<file path="config.mk">
export PLATFORM = sky130hd
export DESIGN_NAME = store_queue
export DESIGN_NICKNAME = d
export VERILOG_FILES = /design/src/rtl/store_queue.sv
export SDC_FILE = /design/constraint.sdc
export NUM_CORES = 2
export LEC_CHECK = 0
export ABC_AREA = 0
export BUFFER_PORTS_ARGS = -buffer_cell sky130_fd_sc_hd__buf_2
export CORE_ASPECT_RATIO = 0.5
export CORE_UTILIZATION = 45
export CTS_BUF_LIST = sky130_fd_sc_hd__clkbuf_2 sky130_fd_sc_hd__clkbuf_4 sky130_fd_sc_hd__clkbuf_8
export DETAILED_ROUTE_END_ITERATION = 8
export GPL_TIMING_DRIVEN = 0
export PLACE_DENSITY = 0.7
export SLEW_MARGIN = 10
export SYNTH_ARGS = -nofsm -noshare
export SYNTH_HDL_FRONTEND = slang
export SYNTH_SLANG_ARGS = --single-unit
</file>
<file path="constraint.sdc">
create_clock -name clk -period 30.6 [get_ports clk]
set_input_delay 6.12 -clock clk [delete_from_list [all_inputs] [get_ports clk]]
set_output_delay 6.12 -clock clk [all_outputs]
set_load 0.01 [all_outputs]
</file>
<file path="src/rtl/store_queue.sv">
// In-order store buffer: allocates at dispatch, captures address/data from the memory FU,
// commits on ROB retire, drains one committed store per cycle, and flags loads that must wait.
module store_queue #(
    parameter int DEPTH  = 8,
    parameter int ROB_W  = 5,
    parameter int ADDR_W = 32
) (
    input  logic              clk,
    input  logic              reset,
    input  logic              disp_valid,
    input  logic [ROB_W-1:0]  disp_rob_tag,
    input  logic              disp_is_sh,
    output logic              full,
    input  logic              exec_valid,
    input  logic [ROB_W-1:0]  exec_rob_tag,
    input  logic [ADDR_W-1:0] exec_addr,
    input  logic [31:0]       exec_data,
    input  logic              retire_valid,
    input  logic [ROB_W-1:0]  retire_rob_tag,
    input  logic [ROB_W-1:0]  rob_head,
    input  logic              flush,
    input  logic              ld_check_valid,
    input  logic [ROB_W-1:0]  ld_rob_tag,
    input  logic [ADDR_W-1:0] ld_addr,
    input  logic              ld_is_byte,
    output logic              ld_block,
    output logic              store_wb,
    output logic [ADDR_W-1:0] wb_addr,
    output logic [31:0]       wb_data,
    output logic              wb_is_sh,
    output logic [ROB_W-1:0]  wb_rob_tag,
    output logic              err
);
    localparam int PTR_W = $clog2(DEPTH);
    localparam int CNT_W = PTR_W + 1;
    localparam logic [PTR_W-1:0]  PTR_ONE  = PTR_W'(1);
    localparam logic [CNT_W-1:0]  CNT_ONE  = CNT_W'(1);
    localparam logic [CNT_W-1:0]  CNT_FULL = CNT_W'(DEPTH);
    localparam logic [ADDR_W:0]   SPAN_0   = '0;
    localparam logic [ADDR_W:0]   SPAN_1   = (ADDR_W+1)'(1);
    localparam logic [ADDR_W:0]   SPAN_3   = (ADDR_W+1)'(3);

    logic [DEPTH-1:0]             valid_q, valid_d, addr_valid_q, addr_valid_d;
    logic [DEPTH-1:0]             committed_q, committed_d, is_sh_q, is_sh_d;
    logic [DEPTH-1:0][ADDR_W-1:0] addr_q, addr_d;
    logic [DEPTH-1:0][31:0]       data_q, data_d;
    logic [DEPTH-1:0][ROB_W-1:0]  tag_q, tag_d;
    logic [PTR_W-1:0]             head_q, head_d, cmt_q, cmt_d, tail_q, tail_d;
    logic [CNT_W-1:0]             count_q, count_d, n_cmt;
    logic                         store_wb_q, store_wb_d, wb_is_sh_q, wb_is_sh_d, err_q, err_d;
    logic [ADDR_W-1:0]            wb_addr_q, wb_addr_d;
    logic [31:0]                  wb_data_q, wb_data_d;
    logic [ROB_W-1:0]             wb_rob_tag_q, wb_rob_tag_d;
    logic                         full_q, drain, alloc, ret_ok;

    assign full_q = (count_q == CNT_FULL);
    assign drain  = valid_q[head_q] && committed_q[head_q];
    assign ret_ok = valid_q[cmt_q] && addr_valid_q[cmt_q] && !committed_q[cmt_q]
                    && (tag_q[cmt_q] == retire_rob_tag);

    always_comb begin
        valid_d      = valid_q;
        addr_valid_d = addr_valid_q;
        committed_d  = committed_q;
        is_sh_d      = is_sh_q;
        addr_d       = addr_q;
        data_d       = data_q;
        tag_d        = tag_q;
        head_d       = head_q;
        cmt_d        = cmt_q;
        tail_d       = tail_q;
        count_d      = count_q;
        store_wb_d   = 1'b0;
        wb_addr_d    = wb_addr_q;
        wb_data_d    = wb_data_q;
        wb_is_sh_d   = wb_is_sh_q;
        wb_rob_tag_d = wb_rob_tag_q;
        err_d        = err_q;
        alloc        = 1'b0;
        n_cmt        = '0;

        if (drain) begin
            store_wb_d     = 1'b1;
            wb_addr_d      = addr_q[head_q];
            wb_data_d      = data_q[head_q];
            wb_is_sh_d     = is_sh_q[head_q];
            wb_rob_tag_d   = tag_q[head_q];
            valid_d[head_q] = 1'b0;
            head_d         = head_q + PTR_ONE;
        end

        if (retire_valid) begin
            if (ret_ok) begin
                committed_d[cmt_q] = 1'b1;
                cmt_d              = cmt_q + PTR_ONE;
            end else begin
                err_d = 1'b1;
            end
        end

        if (flush) begin
            // Committing happens first, so a store retiring this cycle is kept.
            for (int i = 0; i < DEPTH; i++) begin
                if (!committed_d[i]) valid_d[i] = 1'b0;
                if (valid_d[i] && committed_d[i]) n_cmt = n_cmt + CNT_ONE;
            end
            tail_d  = cmt_d;
            count_d = n_cmt;
        end else begin
            for (int i = 0; i < DEPTH; i++) begin
                if (exec_valid && valid_q[i] && !committed_q[i] && tag_q[i] == exec_rob_tag) begin
                    addr_d[i]       = exec_addr;
                    data_d[i]       = exec_data;
                    addr_valid_d[i] = 1'b1;
                end
            end
            if (disp_valid) begin
                if (full_q) begin
                    err_d = 1'b1;
                end else begin
                    alloc                = 1'b1;
                    valid_d[tail_q]      = 1'b1;
                    addr_valid_d[tail_q] = 1'b0;
                    committed_d[tail_q]  = 1'b0;
                    is_sh_d[tail_q]      = disp_is_sh;
                    tag_d[tail_q]        = disp_rob_tag;
                    tail_d               = tail_q + PTR_ONE;
                end
            end
            if (alloc && !drain) count_d = count_q + CNT_ONE;
            if (!alloc && drain) count_d = count_q - CNT_ONE;
        end
    end

    always_ff @(posedge clk or posedge reset) begin
        if (reset) begin
            valid_q      <= '0;
            addr_valid_q <= '0;
            committed_q  <= '0;
            is_sh_q      <= '0;
            addr_q       <= '0;
            data_q       <= '0;
            tag_q        <= '0;
            head_q       <= '0;
            cmt_q        <= '0;
            tail_q       <= '0;
            count_q      <= '0;
            store_wb_q   <= 1'b0;
            wb_addr_q    <= '0;
            wb_data_q    <= '0;
            wb_is_sh_q   <= 1'b0;
            wb_rob_tag_q <= '0;
            err_q        <= 1'b0;
        end else begin
            valid_q      <= valid_d;
            addr_valid_q <= addr_valid_d;
            committed_q  <= committed_d;
            is_sh_q      <= is_sh_d;
            addr_q       <= addr_d;
            data_q       <= data_d;
            tag_q        <= tag_d;
            head_q       <= head_d;
            cmt_q        <= cmt_d;
            tail_q       <= tail_d;
            count_q      <= count_d;
            store_wb_q   <= store_wb_d;
            wb_addr_q    <= wb_addr_d;
            wb_data_q    <= wb_data_d;
            wb_is_sh_q   <= wb_is_sh_d;
            wb_rob_tag_q <= wb_rob_tag_d;
            err_q        <= err_d;
        end
    end

    // Load disambiguation: ages are distances from the ROB head; sums are one bit wider so nothing wraps.
    logic [DEPTH-1:0] ld_hit;
    logic [ROB_W-1:0] ld_age;
    logic [ADDR_W:0]  l_lo, l_hi;

    assign ld_age = ld_rob_tag - rob_head;
    assign l_lo   = {1'b0, ld_addr};
    assign l_hi   = l_lo + (ld_is_byte ? SPAN_0 : SPAN_3);

    for (genvar g = 0; g < DEPTH; g++) begin : g_ld
        logic [ROB_W-1:0] s_age;
        logic [ADDR_W:0]  s_lo, s_hi;
        logic             older, overlap;
        assign s_age   = tag_q[g] - rob_head;
        assign s_lo    = {1'b0, addr_q[g]};
        assign s_hi    = s_lo + (is_sh_q[g] ? SPAN_1 : SPAN_3);
        assign older   = committed_q[g] || (s_age < ld_age);
        assign overlap = (s_lo <= l_hi) && (l_lo <= s_hi);
        assign ld_hit[g] = valid_q[g] && older && (!addr_valid_q[g] || overlap);
    end

    assign ld_block   = ld_check_valid && (|ld_hit);
    assign full       = full_q;
    assign store_wb   = store_wb_q;
    assign wb_addr    = wb_addr_q;
    assign wb_data    = wb_data_q;
    assign wb_is_sh   = wb_is_sh_q;
    assign wb_rob_tag = wb_rob_tag_q;
    assign err        = err_q;
endmodule

</file>
==> results.yml <==
sta:
  final.period_utilization: 0.646
  setup_viol_count_final: 0
  skew_ps: 60.9
  max_freq_ghz: 0.0506
  final-hold-violation-count: 0
  worst_slew_pin_slew_ps: 1360
  finalSetupTns_ps: 0
  post-route-min-period_ps: 19780
  finalHoldWorstSlack_ps: 481
  rsz0062_at_grt: "no"
  final_max_slew_viol_count: 0
  maxSlewHeadroom: 0.0834
die:
  floorplan.die.width_um: 469
  die_area_um2: 110000
  floorplan.core_area_um2: 108000
  ioPinCount: 204
  initial_utilization: 0.455
  die-height_um: 236
  row_count: 85
synth:
  synth_top_cell_area_share: 0.341
  mappedNetlistNets: 5150
  number_of_synthesized_register_bits: 669
  synth_commonest_cells: "dfrtp_1 (669), ha_1 (603), mux2_2 (550)"
  netlist-cell-type-count: 94
  postSynth.topFlopCell: "dfrtp_1"
  synth_most_common_cell: "dfrtp_1"
  synth.area.top_cells: "dfrtp_1 (34%), ha_1 (15%), mux2_2 (13%)"
  synth-edff-count: 0
  synthDominantAreaCellType: "dfrtp_1"
  async_flop_share: 1.00
  mappedNetlistArea_um2: 49100
  yosysSeqAreaShare: 0.341
  post_synth_inst_count: 4398
  synth.yosys.warnings: 0
  synth_area_per_cell_um2: 11.2
cells_and_area:
  layout-drive-gt1-share: 0.236
  final_cell_count_no_fill: 6239
  finish.net_count: 5460
  flow.area_growth_from_synthesis_pct: 11.0
  finish.utilization: 0.505
worst_hold_path:
  timing.hold.worst.class: "flop to flop"
pwr:
  areal_power_density_over_the_cells_nw_per_um2: 44.0
  power_uw: 2400
  cellLeakagePower_uw: 0.0254
  vdd_drop_max_mv: 0.0306
grt:
  grt_antenna_before_repair: 27
  grt_start_max_net_pins: 134
  grt_pass1_vias: 38987
  wire_length_of_the_first_global_routing_pass_um: 267000
  gr-total-overflow: 0
  grt.total_usage: 0.331
detailed_routing:
  drt_pass1_iterations: 6
  detail_route.drc_violations: 0
  drtIter0Drc: 4127
  avgViaCountPerCell: 6.35
  final_antenna_net_count: 0
  detail_route.wirelength_um: 182000
  route.detailed.wl_per_inst_um: 29.2
  routed-via-count: 39603
placement:
  dp.cells: 6039
  gp_congestion: 1.05
  hpwl_um: 140000
  io_buffer_count: 196
cts:
  htree_levels: 3
  clock_latency_ps: 880
  cts-buffers-inserted: 102
  cts.reportedPaths.clkPinSlew_ps: 80
  cts_hold_buf: 0
  tritoncts: "done"
  clock_path_buffers: 3
  post_cts_buffers: 0
  cts_sink_count: 669
  cts_repair_resize_count: 0
  clk_root_buffer_cell: "clkbuf_8"
critical_path:
  critical_path.endpoint_type: "output pin"
  criticalPathCategory: "input pin to output pin"
  critical_path_peak_fanout: 8
  arrival_ps: 13660
  startpoint_type: "input pin"
  register_to_register_setup_slack_ps: 23140
  required_time_of_the_worst_setup_path_ps: 24480
outcome:
  run_status: "completed"
run:
  max_cap_violations: 0
per-stage QoR:
stage | setup WS (ps) | instance area [um2]
2_1_floorplan | 5730 | 49100
3_3_place_gp | -805 | 51900
3_5_place_dp | 11100 | 52100
6_report | 10820 | 54500
4_1_cts | 11080 | 54500
5_1_grt | 10850 | 54500
power breakdown:
| part | total, uW | leakage [uW] | internal, uW | switching, uW |
|---|---|---|---|---|
| combinational | 514 | 0.0149 | 224 | 290 |
| sequential | 1010 | 0.00918 | 930 | 82.9 |
| clock | 872 | 0.00125 | 469 | 403 |
layer usage:
metal / share of wire / GRT usage / wire length (um)
met1: 0.43 / 0.462 / 77700
met2: 0.43 / 0.484 / 78600
met3: 0.094 / 0.0780 / 17200
met4: 0.048 / 0.152 / 8820
met5: 0.00055 / 0 / 101
path summary, 6_finish.rpt:
| path | startpoint | end | cells after the start |
|---|---|---|---|
| hold reg to reg | err | err | 1 |
| min in group asynchronous | reset | committed_q[1] | 2 |
| setup reg to reg | head_q[2] | count_q[1] | 22 |
| max in group asynchronous | reset | addr_q[245] | 4 |
| hold / removal | err | err | 1 |
| setup / recovery | ld_is_byte | ld_block | 24 |
layout make-up:
type / instances / area [um2]
antenna: 15 / 37.5
buffer: 149 / 621
clock buffer: 159 / 1980
clock inverter: 26 / 390
fill: 9613 / 53300
inverter: 84 / 323
multi-input combinational: 3496 / 31400
sequential: 669 / 16700
tap: 1435 / 1800
timing repair buffer: 206 / 1180
state kept, by name, summed over array words and instances (netlist names):
register      cells
wb_addr          32
err               1
valid_q           8
committed_q       8
addr_q          256
addr_valid_q      8
count_q           4
wb_data          32
cmt_q             3
head_q            3
tag_q            40
data_q          256
wb_rob_tag        5
is_sh_q           8
tail_q            3
wb_is_sh          1
store_wb          1
critical path, cell delays in order:
cell and delay, ps:
buf_2 100, inv_1 110, ha_1 200, fa_1 220
and3_1 210, and3_1 230, and2_1 260, nor2b_1 150
clkbuf_1 480, nand4_1 190, xor2_1 990, ha_1 420
nand4_1 150, nor2_1 230, o31ai_1 240, o211ai_1 430
a221oi_1 910, o21ai_0 400, a2111oi_0 510, nor3_1 80
or3_1 390, o2111ai_1 140, o41a_1 300, buf_2 180
cell families (layout without fill, tap and decap cells):
family,count (synthesis),count (layout),synth area share
other,0,15,0
xor gates and xnor gates,372,372,0.0680
adders and majority gates,622,622,0.161
DFF,669,669,0.341
buffers and inverters,233,624,0.0190
and+or+nand+nor,1022,1022,0.109
AOI/OAI and AO/OA,708,708,0.0936
muxes,772,772,0.208
cells in the final DEF, fill, tap and decap left out, types with 16 or more instances in the layout:
cell type,n
clkbuf_8,125
xor2_1,214
buf_2,199
ha_1,603
nand3_1,147
mux2_2,550
o21a_1,95
o21ai_0,118
fa_1,19
nor2_1,183
dfrtp_1,669
and3_1,77
nand2b_1,55
nand2_1,196
and4_1,24
a21o_1,145
xnor2_1,151
nor2b_1,79
nor3_1,40
buf_1,16
inv_1,82
o211ai_1,16
nand4_1,146
clkbuf_4,34
mux2i_1,79
a21oi_1,235
nor4_1,16
clkbuf_1,119
mux4_2,142
Power figures use the tool's default switching activity.
